===== config.mk =====
export PLATFORM = sky130hd
export DESIGN_NAME = display_scan_ctrl
export DESIGN_NICKNAME = d
export VERILOG_FILES = /design/src/rtl/disp_pkg.sv /design/src/rtl/seg7_decode.sv /design/src/rtl/display_scan_ctrl.sv
export SDC_FILE = /design/constraint.sdc
export NUM_CORES = 1
export LEC_CHECK = 0
export BUFFER_PORTS_ARGS = -buffer_cell sky130_fd_sc_hd__buf_2
export CAP_MARGIN = 20
export CORE_AREA = 3 3 55 107
export CTS_BUF_LIST = sky130_fd_sc_hd__clkbuf_16
export DETAILED_ROUTE_END_ITERATION = 16
export DIE_AREA = 0 0 58 110
export PLACE_DENSITY = 0.66
export SLEW_MARGIN = 20
export SYNTH_ARGS = -nofsm -noshare
export SYNTH_HDL_FRONTEND = slang
export SYNTH_SLANG_ARGS = --single-unit

===== constraint.sdc =====
create_clock -name clk -period 3.61 [get_ports clk]
set_clock_uncertainty 0.05 [all_clocks]
set_input_delay 0.722 -clock clk [delete_from_list [all_inputs] [get_ports clk]]
set_output_delay 0.722 -clock clk [all_outputs]
set_load 0.005 [all_outputs]

===== src/rtl/disp_pkg.sv =====
// Shared definitions for the multiplexed 7-segment display scanner.
// Holds the scan state encoding and the active-low hex segment table
// (bit order gfedcba, a 0 lights the segment).
package disp_pkg;

  typedef enum logic [1:0] {
    OFF  = 2'd0,
    SHOW = 2'd1,
    GAP  = 2'd2
  } scan_state_t;

  // All segments dark.
  localparam logic [6:0] SEG_OFF = 7'b1111111;

  // Entry 15 first, entry 0 last, so SEG_TABLE[v] is the pattern for v.
  localparam logic [15:0][6:0] SEG_TABLE = {
    7'b0001110,  // F
    7'b0000110,  // E
    7'b0100001,  // d
    7'b1000110,  // C
    7'b0000011,  // b
    7'b0001000,  // A
    7'b0010000,  // 9
    7'b0000000,  // 8
    7'b1111000,  // 7
    7'b0000010,  // 6
    7'b0010010,  // 5
    7'b0011001,  // 4
    7'b0110000,  // 3
    7'b0100100,  // 2
    7'b1111001,  // 1
    7'b1000000   // 0
  };

endpackage


===== src/rtl/seg7_decode.sv =====
// Combinational hex to 7-segment decoder, active-low outputs.
// Ports:
//   value : 4-bit hex digit
//   seg_n : segments gfedcba, 0 = lit
module seg7_decode
  import disp_pkg::*;
(
  input  logic [3:0] value,
  output logic [6:0] seg_n
);

  assign seg_n = SEG_TABLE[value];

endmodule


===== src/rtl/display_scan_ctrl.sv =====
// Time-multiplexed scanner for up to four 7-segment digits.
// Each digit is lit for PRESCALE cycles, followed by GAP_CYC cycles with
// every anode off so two digits never overlap.
// Ports:
//   clk, rst_n             : clock, asynchronous active-low reset
//   en                     : scan enable, low blanks the display
//   wr_en/wr_idx/wr_data/
//   wr_blank               : single-cycle write of one digit register
//   seg_n                  : registered segments gfedcba, active-low
//   an_n                   : registered digit enables, active-low
//   scan_idx               : digit currently addressed by the scan
module display_scan_ctrl
  import disp_pkg::*;
#(
  parameter int NDIG     = 4,
  parameter int PRESCALE = 1000,
  parameter int GAP_CYC  = 4
) (
  input  logic            clk,
  input  logic            rst_n,
  input  logic            en,
  input  logic            wr_en,
  input  logic [1:0]      wr_idx,
  input  logic [3:0]      wr_data,
  input  logic            wr_blank,
  output logic [6:0]      seg_n,
  output logic [NDIG-1:0] an_n,
  output logic [1:0]      scan_idx
);

  localparam int PW = $clog2(PRESCALE);
  // A single guard cycle still needs a 1-bit counter.
  localparam int GW = (GAP_CYC > 1) ? $clog2(GAP_CYC) : 1;

  localparam logic [PW-1:0] PRESC_LAST = PW'(PRESCALE - 1);
  localparam logic [GW-1:0] GAP_LAST   = GW'(GAP_CYC - 1);
  localparam logic [1:0]    IDX_LAST   = 2'(NDIG - 1);

  scan_state_t          state, state_next;
  logic [PW-1:0]        presc, presc_next;
  logic [GW-1:0]        gap_cnt, gap_next;
  logic [1:0]           idx_next;
  logic [NDIG-1:0][3:0] dig_val;
  logic [NDIG-1:0]      dig_blank;
  logic                 wr_hit;
  logic                 blank_next;
  logic [NDIG-1:0]      an_next;
  logic [3:0]           dec_in;
  logic [6:0]           dec_seg;

  assign wr_hit = wr_en && (int'(wr_idx) < NDIG);

  // Digit registers; writes are independent of the scan so a write on a
  // scan-advance edge is never lost.
  always_ff @(posedge clk or negedge rst_n) begin
    if (!rst_n) begin
      dig_val   <= '0;
      dig_blank <= '1;
    end else if (wr_hit) begin
      dig_val[wr_idx]   <= wr_data;
      dig_blank[wr_idx] <= wr_blank;
    end
  end

  // Scan state, prescaler, guard counter and digit index.
  always_ff @(posedge clk or negedge rst_n) begin
    if (!rst_n) begin
      state    <= OFF;
      presc    <= '0;
      gap_cnt  <= '0;
      scan_idx <= '0;
    end else begin
      state    <= state_next;
      presc    <= presc_next;
      gap_cnt  <= gap_next;
      scan_idx <= idx_next;
    end
  end

  // Next-state logic. Dropping en wins over any terminal count.
  // The anode pattern is computed from the next state and the next digit
  // contents (write forwarded) so the an_n register lines up with state.
  always_comb begin
    state_next = state;
    presc_next = presc;
    gap_next   = gap_cnt;
    idx_next   = scan_idx;
    blank_next = 1'b1;
    an_next    = '1;

    if (!en) begin
      state_next = OFF;
      presc_next = '0;
      gap_next   = '0;
      idx_next   = '0;
    end else begin
      case (state)
        OFF: begin
          state_next = SHOW;
          presc_next = '0;
          gap_next   = '0;
          idx_next   = '0;
        end
        SHOW: begin
          if (presc == PRESC_LAST) begin
            state_next = GAP;
            presc_next = '0;
            gap_next   = '0;
          end else begin
            presc_next = presc + PW'(1);
          end
        end
        GAP: begin
          if (gap_cnt == GAP_LAST) begin
            state_next = SHOW;
            gap_next   = '0;
            idx_next   = (scan_idx == IDX_LAST) ? 2'd0 : scan_idx + 2'd1;
          end else begin
            gap_next = gap_cnt + GW'(1);
          end
        end
        default: begin
          state_next = OFF;
          presc_next = '0;
          gap_next   = '0;
          idx_next   = '0;
        end
      endcase
    end

    if (wr_hit && (wr_idx == idx_next)) begin
      blank_next = wr_blank;
    end else begin
      blank_next = dig_blank[idx_next];
    end

    if ((state_next == SHOW) && !blank_next) begin
      an_next = ~(NDIG'(1) << idx_next);
    end
  end

  // One decoder shared by all digits, fed by the addressed digit.
  assign dec_in = dig_val[scan_idx];

  seg7_decode u_dec (
    .value (dec_in),
    .seg_n (dec_seg)
  );

  // Output registers; segments trail the scan state by one cycle.
  always_ff @(posedge clk or negedge rst_n) begin
    if (!rst_n) begin
      an_n  <= '1;
      seg_n <= SEG_OFF;
    end else begin
      an_n  <= an_next;
      seg_n <= ((state == SHOW) && !dig_blank[scan_idx]) ? dec_seg : SEG_OFF;
    end
  end

endmodule


==> results of run 1 <==
[power breakdown]
part | total, W | switching (W) | internal, W
clock | 0.000448 | 0.000193 | 0.000255
sequential | 0.000626 | 0.0000274 | 0.000599
combinational | 0.000238 | 0.000131 | 0.000107
total | 0.00131 | 0.000351 | 0.000961
[synth_stat cells, types with 3 or more instances]
| library cell | number | area share |
|---|---|---|
| nand4_1 | 7 | 0.018 |
| nand3_1 | 9 | 0.018 |
| o221ai_1 | 3 | 0.011 |
| xor2_1 | 6 | 0.021 |
| buf_2 | 3 | 0.0060 |
| ha_1 | 13 | 0.066 |
| mux2_2 | 15 | 0.068 |
| nor2b_1 | 7 | 0.018 |
| clkbuf_1 | 3 | 0.0045 |
| dfstp_2 | 15 | 0.16 |
| nand2_1 | 30 | 0.045 |
| o211ai_1 | 4 | 0.012 |
| dfrtp_1 | 32 | 0.32 |
| a21oi_1 | 4 | 0.0081 |
| inv_1 | 8 | 0.012 |
| nand3b_1 | 4 | 0.012 |
| a21boi_0 | 4 | 0.012 |
| mux4_2 | 5 | 0.045 |
| o21ai_0 | 5 | 0.010 |
| nor2_1 | 13 | 0.020 |
| nor3b_1 | 3 | 0.0091 |
[routing by layer]
metal / track usage / vias to the layer above / routed length (µm)
li1: - / 856 / -
met1: 0.1889 / 876 / 1934
met2: 0.3236 / 29 / 2833
met3: 0.02681 / 6 / 123
met4: 0.07463 / 0 / 91
met5: 0 / - / 0
[critical path, delay by kind of cell (launching register included)]
kind            cells  cell delay (ns)
simple gates        3             0.55
buf+inv             1             0.10
fa+ha+maj           1             0.49
mux                 2             0.57
flops               1             0.42
compound gates      2             0.38
[layout make-up]
cell class	instances	area share
well taps	58	0.02593
clock inverters	3	0.007152
repair buffers	24	0.04470
multi-input cells	163	0.4399
flip-flops and latches	47	0.4269
inverters	8	0.01073
clock buffers	5	0.04470
[kinds of logic (layout without fill, tap and decap cells)]
logic type	Yosys count	after routing	share of synthesized area
adders and majority gates	13	13	0.06553
xor gates and xnor gates	8	8	0.02823
DFF	47	47	0.4814
buffers and inverters	14	40	0.02268
and+or+nand+nor	86	86	0.1794
muxes	24	24	0.1316
AOI/OAI and AO/OA	32	32	0.09123
[flip-flops by register name (all words and copies together) (netlist names)]
name       count
dig_val       16
scan_idx       2
an_n           4
gap_cnt        2
presc         10
dig_blank      4
seg_n          7
state          2
[stage by stage]
stage | power [W] | hold slack [ns] | setup WS [ns] | utilization | instance area [µm²]
finish | 0.001312 | 0.3777 | 0.9568 | 0.5398 | 2799
global route | 0.001390 | 0.4164 | 0.7678 | 0.5398 | 2799
global placement | 0.0008675 | 0.4013 | 1.083 | 0.5113 | 2651
detailed placement | 0.0008741 | 0.4107 | 0.9834 | 0.5113 | 2651
floorplan | 0.0007959 | 0.3764 | 1.466 | - | 2482
CTS | 0.001327 | 0.4272 | 0.9606 | 0.5393 | 2796
[worst min path at each step]
| stage | from | end | slack (ns) | cells past startpoint |
|---|---|---|---|---|
| finish | rst_n | dig_val[3]$_DFFE_PN0P_ | 0.38 | 1 |
| global route | rst_n | dig_val[3]$_DFFE_PN0P_ | 0.42 | 1 |
| CTS | dig_val[11]$_DFFE_PN0P_ | dig_val[11]$_DFFE_PN0P_ | 0.43 | 2 |
| detailed placement | dig_val[11]$_DFFE_PN0P_ | dig_val[11]$_DFFE_PN0P_ | 0.41 | 2 |
| global placement | dig_val[11]$_DFFE_PN0P_ | dig_val[11]$_DFFE_PN0P_ | 0.40 | 2 |
| floorplan | rst_n | dig_val[0]$_DFFE_PN0P_ | 0.38 | 0 |
==> summary.txt, run 1 <==
Setup path
  – Class of the most critical setup path: flip-flop to flip-flop
  – Origin of the critical flop-to-flop path: state[0]$_DFF_PN0_
  – Worst-path cell chain: inv_1 > ha_1 > nor2b_4 > o21ai_2 > nand2_2 > mux2_1 > a221o_1 > mux2i_2 > nand4_1
  – Last element of the critical path: an_n[3]$_DFF_PN1_
  – CP Capture Type: flip-flop
  – Cells on worst reg2reg path: 9
  – Category of the worst setup path launch point: flip-flop
  – Signal arrival time at the worst endpoint: roughly 2.8 ns
  – Maximum fanout encountered on the critical timing path: 16
  – End of the worst register-to-register path: an_n[3]$_DFF_PN1_
  – CP peak stage delay: 0.49 ns
  – Worst endpoint required time: about 3.8 ns
  – Slowest-stage cell, CP: ha_1
  – Reg-to-reg slack, setup: 0.96 ns
  – Critical Path Source: state[0]$_DFF_PN0_

CTS
  – Clock tree from TritonCTS: built
  – Count of hold buffers inserted by post-cts repair: 0
  – Clk_lat worst skew: 0.29 ns
  – Clock buffer count from CTS: 5
  – Cts repair resizes: 0
  – Clock slew at the register clock pins of the worst setup and hold paths: ~0.07 ns
  – Total number of H-tree levels: 2
  – Maximum number of buffers from clock root to sink: 2
  – Number of setup buffers added after CTS: 0
  – Clock root buffer: clkbuf_16
  – CTS sink cnt: 47

Floorplanning
  – Number of I/O pins: 24
  – Core outline area: 5185 µm²
  – Die height: ~110 µm
  – Starting Density: 0.4788
  – Chip width: between 50 and 60 µm
  – Die Outline Area: around 6400 µm²
  – Number of rows in the core area: 37

Finish
  – Filler instances: approximately 480
  – Inserted Diodes: 0
  – Net count reported at finish: approximately 270
  – Fraction of final layout cells with drive strength greater than 1: 0.3000
  – Area overhead of the layout relative to synthesis: 12.75%
  – Area used by sequential logic in the layout: roughly 1200 µm²
  – Commonest cells after routing, fill and taps aside: dfrtp_1 (32), nand2_1 (30), buf_2 (22), mux2_2 (15), dfstp_2 (15)
  – Area used by multi-input combinational logic: 1231 µm²
  – Final standard cell count with taps included and fillers excluded: 308
  – Most common cell after layout, fill and taps aside: dfrtp_1

Routing
  – Drt via density: about 5.7
  – First-pass detailed-route iteration total: 4
  – DRC violation count after routing: 0
  – Vias: approximately 1800
  – Routed len/inst: around 16 µm
  – Post-detailed-routing wire length: around 5000 µm
  – Iteration-0 DRC count of the detailed router: 66
  – Number of nets still failing antenna checks after routing: 0

Place
  – Number of cells in the design after placement: 300
  – HPWL reported at the end of detailed placement: approximately 3700 µm
  – Weighted congestion reported at the end of routability-driven placement: between 0.8 and 0.9
  – Number of buffers added on ports: 23

GRT
  – Via count of the first global-routing pass: 1755
  – Maximum number of pins on one net before global-route repair: 48
  – Antenna violations before repair: 0
  – Combined global-route utilization of all metal layers: 0.1737
  – Total global routing overflow: 0
  – First-pass GRT wire length: roughly 8300 µm

Flow run
  – Number of max-cap violations: 0

Synthesis
  – Count of distinct cell types in the synthesized netlist: 46
  – Fraction of registers with async set or reset after synthesis: 1.000
  – Syn. warnings: 0
  – Area of the mapped netlist: 2482 µm²
  – Synthesized area per cell: ~11 µm²
  – Instance count of the mapped netlist: 224
  – Sequential area share after synthesis: 0.4814
  – Synth Net Count: approximately 250
  – Number of enable-type register cells in the synthesized netlist: 0
  – Total of flip-flops plus latches after synthesis: 47
  – Primary FF master, synth: dfrtp_1

Timing
  – Upper clock frequency limit: approximately 380 MHz
  – Unrepaired setup endpoints after global routing: no
  – Fin crit share: 0.7350
  – Max-slew violation count: 0
  – Slew at the pin with the worst max-slew slack: ~0.57 ns
  – Shortest period the worst path allows: ~2.7 ns
  – Number of setup violations in the final report: 0
  – Endpoints failing hold: 0
  – Summed negative setup slack over all endpoints: 0 ns
  – Worst max-slew margin expressed relative to the limit: 0.6162

Power
  – Leakage power figure: approximately 1.2 nW
  – Max VDD drop: approximately 0.00037 V
  – Power Dens Cells: 468.8 nW/µm²

Min path
  – Class of the tightest hold or removal check: primary input to async pin

Outcome
  – Result of the run: finished clean
Note: power is estimated with default switching activity, not from simulation.
==> run 2: changes to the inputs <==
- clock period: 3.61 -> 2.55 ns (I/O delays scaled with it)
==> summary.txt, run 2 (synthesis results as in run 1) <==
Setup path
  – Buf/Inv on CP: 1 (unchanged)
  – Category of the worst setup path launch point: flip-flop
  – CP peak stage delay: 0.42 ns (-0.07 ns)
  – CP Capture Type: flip-flop
  – Maximum fanout encountered on the critical timing path: 10 (-6)
  – Slowest-stage cell, CP: dfrtp_1
  – Worst-path cell chain: inv_1 > ha_1 > nor2b_1 > nor3_1 > nor4b_1 > and2_1 > nand4_1
  – Top delay family on crit path: simple AND/OR/NAND/NOR gates
  – Signal arrival time at the worst endpoint: 2.43 ns (-0.37 ns)
  – Class of the most critical setup path: flip-flop to flip-flop
  – Reg-to-reg slack, setup: 0.27 ns (-0.68 ns)
  – Worst endpoint required time: 2.70 ns (-1.06 ns)

Floorplanning
  – Core outline area: 5185 µm² (unchanged)
  – Starting Density: 0.4788 (unchanged)
  – Die height: 110 µm (unchanged)
  – Chip width: 58 µm (unchanged)
  – Number of I/O pins: 24 (unchanged)
  – Number of rows in the core area: 37 (unchanged)
  – Die Outline Area: 6380 µm² (unchanged)

Routing
  – Drt via density: 5.709 (-0.48%)
  – Post-detailed-routing wire length: 4972 µm (-0.20%)
  – Vias: 1787 (+1.1%)
  – First-pass detailed-route iteration total: 4 (unchanged)
  – Iteration-0 DRC count of the detailed router: 66 (unchanged)
  – DRC violation count after routing: 0 (unchanged)
  – Number of nets still failing antenna checks after routing: 0 (unchanged)
  – Routed len/inst: 15.88 µm (-1.8%)

Timing
  – Summed negative setup slack over all endpoints: 0 ns (unchanged)
  – Shortest period the worst path allows: 2.278 ns (-0.3755 ns)
  – Upper clock frequency limit: 439.0 MHz (+16%)
  – Worst max-slew margin expressed relative to the limit: 0.6064 (-0.009834)
  – Endpoints failing hold: 0 (unchanged)
  – Max-slew violation count: 0 (unchanged)
  – Unrepaired setup endpoints after global routing: no
  – Fin crit share: 0.8932 (+0.1583)
  – Number of setup violations in the final report: 0 (unchanged)
  – Slew at the pin with the worst max-slew slack: 0.5904 ns (+0.02001 ns)

CTS
  – Number of setup buffers added after CTS: 0 (unchanged)
  – Maximum number of buffers from clock root to sink: 2 (unchanged)
  – Total number of H-tree levels: 2 (unchanged)
  – Clock slew at the register clock pins of the worst setup and hold paths: 0.07 ns (about the same)
  – CTS sink cnt: 47 (unchanged)
  – Clock tree from TritonCTS: built
  – Clock root buffer: clkbuf_16
  – Clock buffer count from CTS: 5 (unchanged)
  – Clk_lat worst skew: 0.29 ns (about the same)
  – Count of hold buffers inserted by post-cts repair: 0 (unchanged)
  – Cts repair resizes: 0 (unchanged)

Finish
  – Number of flip-flops in the largest register: 16 (unchanged)
  – Net count reported at finish: 278 (+1.8%)
  – Post-route cell area: 2826 µm² (+0.98%)
  – Fraction of final layout cells with drive strength greater than 1: 0.3098 (+0.009804)
  – Commonest cells after routing, fill and taps aside: dfrtp_1 (32), nand2_1 (30), buf_2 (23), mux2_2 (15), dfstp_2 (15)
  – Biggest register: dig_val
  – Leading registers by flop count: dig_val: 16 flops, presc: 10 flops, seg_n: 7 flops
  – Inserted Diodes: 0 (unchanged)
  – Area overhead of the layout relative to synthesis: 13.86%
  – Final core utilization: 0.5451 (+0.005308)
  – Most common cell after layout, fill and taps aside: dfrtp_1

Power
  – Max VDD drop: 0.0005527 V (+50%)
  – Power Dens Cells: 652.1 nW/µm² (+39%)
  – Leakage power figure: 1.223 nW (+2.8%)

Place
  – Number of buffers added on ports: 23 (unchanged)
  – Weighted congestion reported at the end of routability-driven placement: 0.8391 (+2.8%)
  – HPWL reported at the end of detailed placement: 3751 µm (+1.2%)
  – Cell Area, Placed: 2689 µm² (+1.4%)

GRT
  – Total global routing overflow: 0 (unchanged)
  – Antenna violations before repair: 0 (unchanged)
  – Maximum number of pins on one net before global-route repair: 48 (unchanged)
  – Via count of the first global-routing pass: 1817 (+3.5%)
  – Combined global-route utilization of all metal layers: 0.1774 (+0.003682)
  – First-pass GRT wire length: 8397 µm (+0.83%)

Outcome
  – Result of the run: finished clean

Flow run
  – Number of max-cap violations: 0 (unchanged)

Min path
  – Class of the tightest hold or removal check: primary input to async pin
-- run 2: changes by cell type in the layout (fill, tap and decap cells not counted), sizes merged --
cell	change
buf	+5
inv	+2
clkinv	-1
clkinvlp	-1
-- run 2: through the flow --
| step | cells | power, W | setup slack (ns) | hold WS, ns |
|---|---|---|---|---|
| 3_3_place_gp | 305 | 0.001231 | 0.3113 | 0.4050 |
| 3_5_place_dp | 305 | 0.001240 | 0.2760 | 0.4122 |
| 4_1_cts | 313 | 0.001865 | 0.2531 | 0.2878 |
| 6_report | 313 | 0.001843 | 0.2723 | 0.2617 |
| 2_1_floorplan | 224 | 0.001127 | 0.4059 | 0.1644 |
| 5_1_grt | 313 | 0.001942 | 0.07673 | 0.3146 |
-- run 2: worst register-to-register path: stages, from the launching register on --
cell     delay [ns]
dfrtp_1        0.42
inv_1          0.10
ha_1           0.38
nor2b_1        0.40
nor3_1         0.08
nor4b_1        0.38
and2_1         0.27
nand4_1        0.12
-- run 2: worst paths after layout --
check	end	cells past startpoint	from
worst min register to register	dig_val[8]$_DFFE_PN0P_	2	dig_val[8]$_DFFE_PN0P_
min in group clk	dig_blank[2]$_DFFE_PN1P_	3	wr_blank
max in group asynchronous	scan_idx[0]$_DFF_PN0_	2	rst_n
worst max register to register	an_n[3]$_DFF_PN1_	7	state[1]$_DFF_PN0_
worst max-delay path	an_n[3]$_DFF_PN1_	7	state[1]$_DFF_PN0_
worst min-delay path	dig_val[8]$_DFFE_PN0P_	2	rst_n
-- run 2: report_power, final --
group / internal, W / switching, W / leakage [nW]
clock: 0.000354 / 0.000265 / 0.0762
sequential: 0.000848 / 0.0000411 / 0.571
combinational: 0.000154 / 0.000181 / 0.575
-- run 2: layout make-up --
class                           instances  area, µm²
Clock buffer                            5      125.1
Tap cell                               58      72.57
Fill cell                             470       2359
Timing Repair Buffer                   29      160.2
Sequential cell                        47       1195
Clock inverter                          3      12.51
Multi-Input combinational cell        163       1231
Inverter                                8      30.03
-- run 2: per-layer routing --
metal	track usage	up-vias	routed length [µm]
met4	0.09950	0	153
met3	0.02914	13	142
met2	0.3252	35	2772
met1	0.1860	882	1905
met5	0	-	0
li1	-	857	-
==> run 3: changes to the inputs <==
- BUFFER_PORTS_ARGS: -buffer_cell sky130_fd_sc_hd__buf_2 -> not set
- CORE_AREA: 3 3 55 107 -> 3 3 56 109
- DIE_AREA: 0 0 58 110 -> 0 0 59 112
- DONT_BUFFER_PORTS: not set -> 1
- PLACE_DENSITY: 0.66 -> not set
- SYNTH_HIERARCHICAL: not set -> 1
==> summary.txt, run 3 <==
Floorplanning
  – Starting Density: 0.4748 (-0.003926)
  – Number of I/O pins: 24 (unchanged)
  – Core outline area: 5420 µm² (+4.5%)
  – Die height: 112 µm (+1.8%)
  – Chip width: 59 µm (+1.7%)
  – Number of rows in the core area: 38 (+2.7%)
  – Die Outline Area: 6608 µm² (+3.6%)

Finish
  – Net count reported at finish: 252 (-9.4%)
  – Inserted Diodes: 0 (unchanged)
  – Number of flip-flops in the largest register: 16 (unchanged)
  – Area overhead of the layout relative to synthesis: 10.06%
  – Leading registers by flop count: dig_val: 16 flops, presc: 10 flops, seg_n: 7 flops
  – Commonest cells after routing, fill and taps aside: dfrtp_1 (31), mux2_2 (21), nor2_1 (16), dfstp_2 (15), ha_1 (14)
  – Most common cell after layout, fill and taps aside: dfrtp_1
  – Biggest register: dig_val
  – Fraction of final layout cells with drive strength greater than 1: 0.3202 (+0.01037)
  – Filler instances: 500 (+6.4%)
  – Final standard cell count with taps included and fillers excluded: 288 (-8.0%)

Setup path
  – Category of the worst setup path launch point: flip-flop
  – Class of the most critical setup path: flip-flop to flip-flop
  – CP Capture Type: flip-flop
  – Origin of the critical flop-to-flop path: state[1]$_DFF_PN0_
  – Maximum fanout encountered on the critical timing path: 8 (-2)
  – Signal arrival time at the worst endpoint: 2.50 ns (+0.07 ns)
  – Worst endpoint required time: 2.69 ns (about the same)
  – Reg-to-reg slack, setup: 0.19 ns (-0.08 ns)
  – Cells on worst reg2reg path: 9 (+2)
  – End of the worst register-to-register path: an_n[3]$_DFF_PN1_

CTS
  – Clock slew at the register clock pins of the worst setup and hold paths: 0.07 ns (about the same)
  – Maximum number of buffers from clock root to sink: 2 (unchanged)
  – Clock buffer count from CTS: 5 (unchanged)
  – Total number of H-tree levels: 2 (unchanged)
  – Clock root buffer: clkbuf_16
  – CTS sink cnt: 47 (unchanged)
  – Clock tree from TritonCTS: built
  – Clk_lat worst skew: 0.28 ns (about the same)

Synthesis
  – Share of Yosys cell area claimed by the top area cell type: 0.3111 (-0.01145)
  – Count of distinct cell types in the synthesized netlist: 47 (+2.2%)
  – Fraction of registers with async set or reset after synthesis: 1.000 (unchanged)
  – Total of flip-flops plus latches after synthesis: 47 (unchanged)
  – Most common cell in the netlist: dfrtp_1
  – Synthesized area per cell: 11.75 µm² (+6.0%)
  – Number of enable-type register cells in the synthesized netlist: 0 (unchanged)
  – Instance count of the mapped netlist: 219 (-2.2%)
  – Post-synthesis cell type with the largest combined area: dfrtp_1
  – Top area cells in the synthesized netlist: dfrtp_1 (31%), dfstp_2 (15%), mux2_2 (9.2%), ha_1 (6.8%), mux4_2 (4.4%)
  – Sequential area share after synthesis: 0.4643 (-0.01708)
  – Syn. warnings: 6 (+6)
  – Primary FF master, synth: dfrtp_1
  – Commonest cells in the synthesized netlist: dfrtp_1 (32), mux2_2 (21), nor2_1 (16)
  – Area of the mapped netlist: 2574 µm² (+3.7%)
  – Synth Net Count: 244 (-1.6%)

GRT
  – Combined global-route utilization of all metal layers: 0.1645 (-0.01292)
  – GRT met2 Usage: 0.3028 (-0.02244)
  – Met1 global-route usage: 0.1711 (-0.01489)
  – First-pass GRT wire length: 8445 µm (+0.57%)
  – Total global routing overflow: 0 (unchanged)
  – Via count of the first global-routing pass: 1786 (-1.7%)
  – Maximum number of pins on one net before global-route repair: 33 (-31%)
  – Most Used Layer, Global Route: met2
  – Met3 track demand over resource in global routing: 0.03480 (+0.005665)
  – Antenna violations before repair: 0 (unchanged)

Routing
  – Routed len/inst: 17.33 µm (+9.1%)
  – Drt via density: 5.788 (+1.4%)
  – DRC violation count after routing: 0 (unchanged)
  – Post-detailed-routing wire length: 4990 µm (+0.36%)
  – Vias: 1667 (-6.7%)
  – Iteration-0 DRC count of the detailed router: 45 (-32%)
  – First-pass detailed-route iteration total: 4 (unchanged)
  – Number of nets still failing antenna checks after routing: 0 (unchanged)

Timing
  – Unrepaired setup endpoints after global routing: no
  – Summed negative setup slack over all endpoints: 0 ns (unchanged)
  – Upper clock frequency limit: 423.9 MHz (-3.4%)
  – Worst max-slew margin expressed relative to the limit: 0.6164 (+0.01004)
  – Shortest period the worst path allows: 2.359 ns (+0.08136 ns)
  – Endpoints failing hold: 0 (unchanged)
  – Number of setup violations in the final report: 0 (unchanged)
  – Max-slew violation count: 0 (unchanged)
  – Fin crit share: 0.9251 (+0.03191)
  – Slew at the pin with the worst max-slew slack: 0.5742 ns (-0.01624 ns)

Outcome
  – Result of the run: finished clean

Flow run
  – Number of max-cap violations: 0 (unchanged)

Place
  – Number of cells in the design after placement: 278 (-8.9%)
  – HPWL reported at the end of detailed placement: 3686 µm (-1.7%)
  – Number of buffers added on ports: 0 (-100%)
  – Weighted congestion reported at the end of routability-driven placement: 0.7771 (-7.4%)

Min path
  – Class of the tightest hold or removal check: primary input to async pin

Power
  – Max VDD drop: 0.0006236 V (+13%)
  – Power Dens Cells: 668.3 nW/µm² (+2.5%)
  – Leakage power figure: 1.202 nW (-1.7%)
## run 3: layer usage
| metal | part of all wire | vias to the layer above | wire, µm |
|---|---|---|---|
| li1 | - | 792 | - |
| met4 | 0.019 | 0 | 95 |
| met1 | 0.37 | 842 | 1853 |
| met5 | 0 | - | 0 |
| met2 | 0.58 | 25 | 2878 |
| met3 | 0.032 | 8 | 162 |
## run 3: critical path: stages, from the launching register on
cell      delay, ns
dfrtp_1        0.45
inv_1          0.09
ha_1           0.31
nand2_1        0.08
or4_4          0.46
nand2_4        0.15
mux2i_2        0.32
o221ai_2       0.15
nand3_2        0.11
nand4_1        0.11
## run 3: timing repair
action | CTS | global route
endpoints found under the setup margin | 0 | 6
buffers inserted | 0 | 0
hold buffers | 1 | 1
endpoints found under the hold margin | 32 | 1
resized for setup | 0 | 2
## run 3: how the worst max path moves through the flow
| stage | startpoint | endpoint | slack (ns) |
|---|---|---|---|
| 2_1_floorplan | scan_idx[0]$_DFF_PN0_ | seg_n[3]$_DFF_PN1_ | 0.27 |
| 3_3_place_gp | scan_idx[0]$_DFF_PN0_ | seg_n[3]$_DFF_PN1_ | 0.17 |
| 3_5_place_dp | scan_idx[0]$_DFF_PN0_ | seg_n[3]$_DFF_PN1_ | 0.11 |
| 4_1_cts | scan_idx[0]$_DFF_PN0_ | seg_n[0]$_DFF_PN1_ | 0.07 |
| 5_1_grt | state[1]$_DFF_PN0_ | an_n[3]$_DFF_PN1_ | 0.04 |
| 6_report | state[1]$_DFF_PN0_ | an_n[3]$_DFF_PN1_ | 0.19 |
## run 3: cell type report
class	count	area, µm²	share of cell area
clock inverter	3	26.28	0.009276
inverter	7	26.28	0.009276
clock buffer	5	125.1	0.04417
timing repair buffer	8	75.07	0.02650
sequential	47	1196	0.4223
multi-input combinational	158	1309	0.4620
tap	60	75.07	0.02650
## run 3: per-stage QoR
| stage | util | instance area [µm²] | setup WS (ns) | hold slack [ns] | power [W] |
|---|---|---|---|---|---|
| final | 0.5226 | 2833 | 0.1909 | 0.002644 | 0.001893 |
| after global routing | 0.5226 | 2833 | 0.03723 | 0.002664 | 0.001989 |
| after CTS | 0.5199 | 2818 | 0.06545 | 0.002793 | 0.001914 |
| after detailed placement | 0.4882 | 2646 | 0.1064 | 0.1656 | 0.001227 |
| after global placement | 0.4882 | 2646 | 0.1725 | 0.1662 | 0.001205 |
| after floorplan | - | 2574 | 0.2745 | 0.1644 | 0.001166 |
## run 3: power by group
group	internal, W	switching [W]
clock	0.000372	0.000291
combinational	0.000171	0.000157
sequential	0.000853	0.0000491
## run 3: kinds of logic after synthesis
family | Yosys count | share of synthesized area
AOI/OAI and AO/OA | 27 | 0.07584
DFF | 47 | 0.4643
muxes | 32 | 0.1653
adders and majority gates | 14 | 0.06806
xor gates and xnor gates | 8 | 0.02723
and+or+nand+nor | 77 | 0.1706
buffers and inverters | 14 | 0.02869
